$ cat config.mk
export PLATFORM = sky130hd
export DESIGN_NAME = vram_arbiter
export DESIGN_NICKNAME = d
export VERILOG_FILES = /design/src/rtl/vram_arbiter.sv
export SDC_FILE = /design/constraint.sdc
export NUM_CORES = 1
export LEC_CHECK = 0
export CAP_MARGIN = 20
export CELL_PAD_IN_SITES_DETAIL_PLACEMENT = 1
export CELL_PAD_IN_SITES_GLOBAL_PLACEMENT = 1
export CORE_ASPECT_RATIO = 0.6
export CORE_MARGIN = 4
export CORE_UTILIZATION = 32
export CTS_CLUSTER_SIZE = 20
export DETAILED_ROUTE_END_ITERATION = 16
export PLACE_DENSITY = 0.85
export SYNTH_ARGS = -nofsm -noshare
export SYNTH_HDL_FRONTEND = slang
export SYNTH_SLANG_ARGS = --single-unit
$ cat constraint.sdc
create_clock -name clk_i -period 3.5 [get_ports clk_i]
set_input_delay 0.7 -clock clk_i [delete_from_list [all_inputs] [get_ports clk_i]]
set_output_delay 0.7 -clock clk_i [all_outputs]
set_load 0.05 [all_outputs]
$ cat src/rtl/vram_arbiter.sv
// Single-port frame-buffer arbiter: display reads own tick-low cycles in active video; host and fill use every other cycle.
// Latency: RAM read data one cycle after issue; rgb_o trails the scan position by one pixel clock.
module vram_arbiter #(
    parameter int FB_W = 160,
    parameter int FB_H = 120,
    parameter int CW   = 3,
    parameter int AW   = 15
) (
    input  logic          clk_i,
    input  logic          reset_i,
    input  logic          pixel_tick_i,
    input  logic [9:0]    pixel_x_i,
    input  logic [9:0]    pixel_y_i,
    input  logic          host_req_i,
    input  logic          host_we_i,
    input  logic [AW-1:0] host_addr_i,
    input  logic [CW-1:0] host_wdata_i,
    output logic          host_ack_o,
    output logic [CW-1:0] host_rdata_o,
    output logic          host_rvalid_o,
    input  logic          clr_i,
    input  logic [CW-1:0] clr_color_i,
    output logic          busy_o,
    output logic [AW-1:0] ram_addr_o,
    output logic          ram_we_o,
    output logic [CW-1:0] ram_wdata_o,
    input  logic [CW-1:0] ram_rdata_i,
    output logic [CW-1:0] rgb_o
);

    localparam int            FB_N      = FB_W * FB_H;
    localparam logic [AW:0]   FB_N_W    = (AW+1)'(FB_N);
    localparam logic [AW-1:0] LAST_ADDR = AW'(FB_N - 1);
    localparam logic [31:0]   FB_W_BITS = 32'(FB_W);

    typedef enum logic {IDLE, FILL} state_t;

    state_t        state_q, state_d;
    logic          video_on, disp_slot, disp_q;
    logic          ack_q, rd_q, rd_oob_q;
    logic          host_issue, host_in_range, fill_wr;
    logic [AW-1:0] disp_addr, fill_cnt;
    logic [CW-1:0] fill_color;

    // Row-times-width as a sum of shifted copies, one adder per set bit of FB_W.
    function automatic logic [AW-1:0] times_fb_w(input logic [AW-1:0] v);
        logic [AW-1:0] acc;
        acc = '0;
        for (int i = 0; i < AW; i++) begin
            if (FB_W_BITS[i]) acc = acc + (v << i);
        end
        return acc;
    endfunction

    assign video_on      = (pixel_x_i < 10'd640) && (pixel_y_i < 10'd480);
    assign disp_slot     = video_on && !pixel_tick_i;
    assign disp_addr     = times_fb_w(AW'(pixel_y_i[9:2])) + AW'(pixel_x_i[9:2]);
    assign host_in_range = {1'b0, host_addr_i} < FB_N_W;

    always_comb begin
        state_d     = state_q;
        host_issue  = 1'b0;
        fill_wr     = 1'b0;
        ram_addr_o  = disp_addr;
        ram_we_o    = 1'b0;
        ram_wdata_o = host_wdata_i;
        case (state_q)
            IDLE: begin
                if (clr_i) begin
                    state_d = FILL;
                end else if (!disp_slot && host_req_i && !ack_q && !reset_i) begin
                    // ack_q blocks re-issuing a request the host has not yet dropped
                    host_issue = 1'b1;
                    ram_addr_o = host_addr_i;
                    ram_we_o   = host_we_i && host_in_range;
                end
            end
            FILL: begin
                if (!disp_slot) begin
                    fill_wr     = 1'b1;
                    ram_addr_o  = fill_cnt;
                    ram_we_o    = 1'b1;
                    ram_wdata_o = fill_color;
                    if (fill_cnt == LAST_ADDR) state_d = IDLE;
                end
            end
            default: state_d = IDLE;
        endcase
    end

    assign host_ack_o    = host_issue;
    assign busy_o        = (state_q == FILL);
    assign host_rvalid_o = rd_q;
    assign host_rdata_o  = (rd_q && !rd_oob_q) ? ram_rdata_i : '0;

    always_ff @(posedge clk_i or posedge reset_i) begin
        if (reset_i) begin
            state_q    <= IDLE;
            fill_cnt   <= '0;
            fill_color <= '0;
            ack_q      <= 1'b0;
            rd_q       <= 1'b0;
            rd_oob_q   <= 1'b0;
            disp_q     <= 1'b0;
            rgb_o      <= '0;
        end else begin
            state_q  <= state_d;
            ack_q    <= host_issue;
            rd_q     <= host_issue && !host_we_i;
            rd_oob_q <= !host_in_range;
            disp_q   <= disp_slot;
            if (state_q == IDLE && clr_i) begin
                fill_cnt   <= '0;
                fill_color <= clr_color_i;
            end else if (fill_wr) begin
                fill_cnt <= fill_cnt + 1'b1;
            end
            // Load edge ends each tick-high cycle; a non-display preceding slot blanks the pixel.
            if (pixel_tick_i) rgb_o <= disp_q ? ram_rdata_i : '0;
        end
    end

endmodule
; Yosys cells after proc, flatten, opt, wreduce, memory -nomap -nowiden
; Index checks and enable logic that the tools add are counted.
[word_totals]
ramBits = 0
latch_bits = 0
output_inout_bits = 28
memories = 0
romBits = 0
inputBits = 50
regBits = 26
word_cells = 55
[classes]
n_div = 0
mux = 22
mul = 0
n_bitwise = 1
shift = 0
reduce_logical = 17
magnitude_cmp = 3
addsub = 3
n_eq_ne = 1
[op_table]
columns = op, n
row1 = 15-bit 2-to-1 mux, 5
row2 = 15-bit one-hot mux with 2 select lines, 1
row3 = 13-bit by 15-bit adder with 15-bit output, 1
row4 = 15-bit by 1-bit adder with 15-bit output (second input constant), 1
row5 = 15-bit by 8-bit adder with 15-bit output, 1
row6 = 15-bit == test (second input constant), 1
row7 = 15-bit less-than comparator (second input constant), 1
row8 = 3-bit 2-to-1 mux, 4
row9 = 10-bit less-than comparator (second input constant), 1
row10 = 10-bit by 9-bit less-than comparator with 1-bit output (second input constant), 1
row11 = 1-bit 2-to-1 mux, 10
row12 = 1-bit logical AND, 9
row13 = 1-bit logical NOT, 7
row14 = 1-bit one-hot mux with 2 select lines, 2
row15 = 2-bit nonzero test, 1
row16 = 1-bit NOT, 1

; Depth between registers and ports, before layout
[logic_depth]
ltp_word = 11
mapped_depth = 9
ltp_nobuf = 9

; Least setup slack after synthesis
; No wires, ideal clock.
[synth_path]
path_type = input port to output port
startpoint = input port pixel_x_i[9]
endpoint = output port ram_addr_o[9]
n_path_buf = 0
t_arrival_ns = 3.243
setup_slack_ns = -0.443
cell_stages = 9
t_required_ns = 2.800
cell_sequence = inv_1 -> fa_1 -> inv_1 -> ha_1 -> a21o_1 -> a21oi_1 -> xnor2_1 -> a22oi_1 -> o21ai_0
[synth_via]
elab_chain_cells = 10
[synth_lines]
columns = item, line
row1 = from (decl), 12  ; input logic [9:0] pixel_x_i,
row2 = 10-bit less-than comparator, 55  ; assign video_on = (pixel_x_i < 10'd640) && (pixel_y_i < 10'd480);
row3 = 1-bit logical AND, 55
row4 = 1-bit logical AND, 56  ; assign disp_slot = video_on && !pixel_tick_i;
row5 = 1-bit logical NOT, n/a
row6 = 1-bit logical AND (3 in a row), 71  ; end else if (!disp_slot && host_req_i && !ack_q && !reset_i) begin
row7 = 15-bit 2-to-1 mux, 71
row8 = 15-bit 2-to-1 mux, 69  ; if (clr_i) begin
row9 = 15-bit one-hot mux with 2 select lines (*), 67  ; case (state_q)
row10 = to (decl), 24  ; output logic [AW-1:0] ram_addr_o,
; Mark *: on every way between the ends. The rest lies on a longest branch, timed or not.

; Worst setup path after layout
[layout_path]
startpoint = input port pixel_y_i[4]
endpoint = output port ram_addr_o[12]
[layout_via]
elab_chain_cells = 10
[layout_lines]
columns = item, line
row1 = from (decl), 13  ; input logic [9:0] pixel_y_i,
row2 = "parallel branches: the longest is 9 deep, another holds 13-bit by 15-bit adder with 15-bit output", n/a
row3 = 15-bit one-hot mux with 2 select lines (*), 67
; Mark *: on every way between the ends.

==> results by group <==
Critical path
  – RR Endpoint: fill_cnt[9]
  – Worst Path Class, Setup: primary input to primary output
  – Worst EP required: about 2.8 ns
  – R2R setup slack: 0.88 ns
  – End point of the critical path: ram_addr_o[12]
  – CP endpoint kind: primary output
  – Worst r2r src: busy_o
  – Worst setup startpoint: pixel_y_i[4]
  – CP startpoint kind: primary input
  – Worst-case reg-to-reg path depth: 6
  – CP arrival: 2.91 ns
  – Largest fanout on the critical path: 2

Detailed routing
  – Drt drc: 0
  – Routed Antenna Nets: 0
  – DR vias: 2409
  – Via/cell ratio: 5.62
  – Wirelength per Cell: 19.2 microns
  – Drt first pass iters: 4
  – Initial DRC Count: 104
  – Final wirelength: 8240 microns

GRT
  – Vias in the first global route: approximately 2600
  – Total global routing track utilization: 20.7%
  – Largest net degree at the start of global routing: 27
  – Congestion Overflow GR: 0
  – Initial antenna violation count: 0
  – First-pass GRT wire length: about 13000 microns

Synth
  – Synthesis-stage register bit count: 26
  – Yosys top cell area share: 31.7%
  – Post-synthesis instance total: 252
  – Syn Area/Cell: 8.15 sq um
  – Asr flop ratio synth: 100%
  – Dominant cell type by area after synthesis: dfrtp_1
  – Post-Synthesis Net Count: 320
  – EDFF count, synth: 0
  – Synth top cells by count: 40 x nand2_1, 26 x dfrtp_1, 23 x o21ai_0
  – Post-Syn Area: between 0.002 and 0.0025 sq mm
  – Synth area leaders: dfrtp_1 32%, ha_1 9.7%, nand2_1 7.3%
  – Prevailing post-synth register cell: dfrtp_1
  – Post-synthesis sequential area ratio: a little under a third
  – Synth warn: 0
  – Most common cell in the synthesized netlist: nand2_1
  – Synth unique cells: 48

STA
  – Final setup vio count: 5
  – Tightest Pin Transition: 0.608 ns
  – Period utilization: 103%
  – Max transition margin: 59.5%
  – Tmin final: 3.61 ns
  – Slew Limit Fails: 0
  – Hold Fails Final Rpt: 0
  – RSZ-0062 raised after global routing: true
  – Worst setup margin: -0.114 ns
  – Clk_skew: 0.00304 ns
  – Final Hold Slack: approximately 0.49 ns
  – Achievable Freq: 0.277 GHz

Finish
  – Share of cells above drive strength 1: 26.4%
  – Diode count: 0
  – Fillcell total: 740
  – Nets@finish: 415
  – Reg area: 651 sq um
  – Multi-input logic area: 0.00151 sq mm
  – P&R area growth vs syn: 64.5%
  – Final Cell Area: between 0.003 and 0.004 sq mm
  – Core Util, Final: 54.8%

Clocking
  – H-tree levels: 1
  – Setup Buffers After CTS: 0
  – CTS tree: yes
  – Clock-pin slew on the worst setup and hold paths: 0.09 ns
  – Clock root buffer: clkbuf_8
  – Clock sink count: 26
  – Clock Tree Buf Depth: 2
  – CTS Buf Count: 3
  – Worst-Skew Late Latency: 0.27 ns

Floorplan
  – I/O Pins: about 80
  – Chip height: 70.1 microns
  – Initial core utilization: approximately 33%
  – Die Footprint: 0.00781 sq mm
  – Core Box Area: 0.00617 sq mm
  – Row count: 22
  – Chip Width: 111 microns

Power and ir drop
  – Power, Total: 1.33 mW
  – PwrDens: 395 mW/mm^2
  – Worst vdd ir: between 0.3 and 0.4 mV
  – Leakage Power: around 1.5 nW

Run status
  – Failing checks: negative setup slack
  – Outcome: finished with violations

Place
  – Detailed placer's ending HPWL: between 6000 and 7000 microns
  – Placed cell area: 0.00314 sq mm
  – RD Place Congestion: 0.844
  – Port buffer count: 73

Worst hold path
  – Worst hold-check path type: register to register

Flow run
  – # Max-Cap Violations: 0
cell usage in the layout (no fill, tap or decap), types with 3 or more instances in the layout:
cell type	Yosys	routed
buf_2	3	3
nand4_1	4	4
a21oi_1	19	16
buf_6	0	3
inv_2	0	3
clkbuf_8	0	3
dfrtp_1	26	26
nand3_1	10	9
buf_12	0	8
ha_1	16	9
xnor2_1	4	3
o22ai_1	20	18
nor3_1	4	4
o21ai_0	23	20
dlygate4sd2_1	0	3
nor2b_1	3	3
nand2_1	40	40
and2_1	5	5
nor2_1	10	9
ha_4	0	6
and3_1	4	4
mux2i_1	6	6
buf_4	1	33
inv_1	11	7
clkdlybuf4s50_1	0	44
o21ai_2	0	4
report_power, final:
group          switching (mW)  internal, mW
Clock                  0.0931        0.0773
Sequential             0.0488         0.340
Combinational           0.446         0.329
registers in the layout, indices dropped and copies added (netlist names):
name	count
fill_cnt	15
fill_color	3
rgb_o	3
ack_q	1
busy_o	1
disp_q	1
host_rvalid_o	1
rd_oob_q	1
worst max-delay path, stage by stage:
cell and delay, ns:
buf_8 0.08, inv_4 0.03, fa_1 0.54, inv_2 0.06, fa_2 0.36, a211oi_2 0.23
buf_4 0.16, o21bai_1 0.06, a21oi_1 0.17, xnor2_1 0.10, o22a_2 0.27, buf_12 0.15
routing by layer:
layer / vias to the layer above / wire length (microns) / track usage (%)
met1: 1202 / 3820 / 27.4
met2: 78 / 3870 / 34.5
met3: 6 / 435 / 5.11
li1: 1123 / - / -
met4: 0 / 112 / 3.91
met5: - / 0 / 0
worst min path at each step:
stage	start	endpoint	slack, ns	depth (start not counted)
floorplan	fill_color[0]	fill_color[0]	0.45	2
global placement	fill_color[1]	fill_color[1]	0.46	2
detailed placement	fill_color[0]	fill_color[0]	0.47	2
CTS	fill_color[0]	fill_color[0]	0.49	2
global route	fill_color[0]	fill_color[0]	0.52	2
finish	fill_color[0]	fill_color[0]	0.49	2
timing repair:
action,CTS,global route
endpoints found under the hold margin,0,0
hold buffers,0,0
pin swaps,27,1
endpoints found under the setup margin,8,15
gates resized for setup,55,10
final cells by class:
cell class	instances	area share, %
clock buffers	3	1.22
flip-flops and latches	26	19.3
well taps	84	3.11
multi-input cells	205	44.7
inverters	12	1.41
repair buffers	99	30.4
cell families (layout without fill, tap and decap cells):
logic type,Yosys count,in the layout,synth area share (%)
flip-flops,26,26,31.7
AND/OR/NAND/NOR,90,90,21.9
XOR/XNOR,5,5,2.13
AO/OA/AOI/OAI,86,86,25.5
buffers and inverters,21,114,4.20
multiplexers,6,6,2.92
adder cells (fa/ha/maj),18,18,11.7
stage by stage:
stage / instances / TNS, ns / setup WS [ns]
after floorplan: 252 / -0.0671 / -0.0671
after global placement: 425 / -3.68 / -0.692
after detailed placement: 425 / -4.21 / -0.734
after CTS: 428 / -0.353 / -0.106
after global routing: 429 / -0.990 / -0.244
final: 429 / -0.419 / -0.114
(Power assumes the default switching activity.)
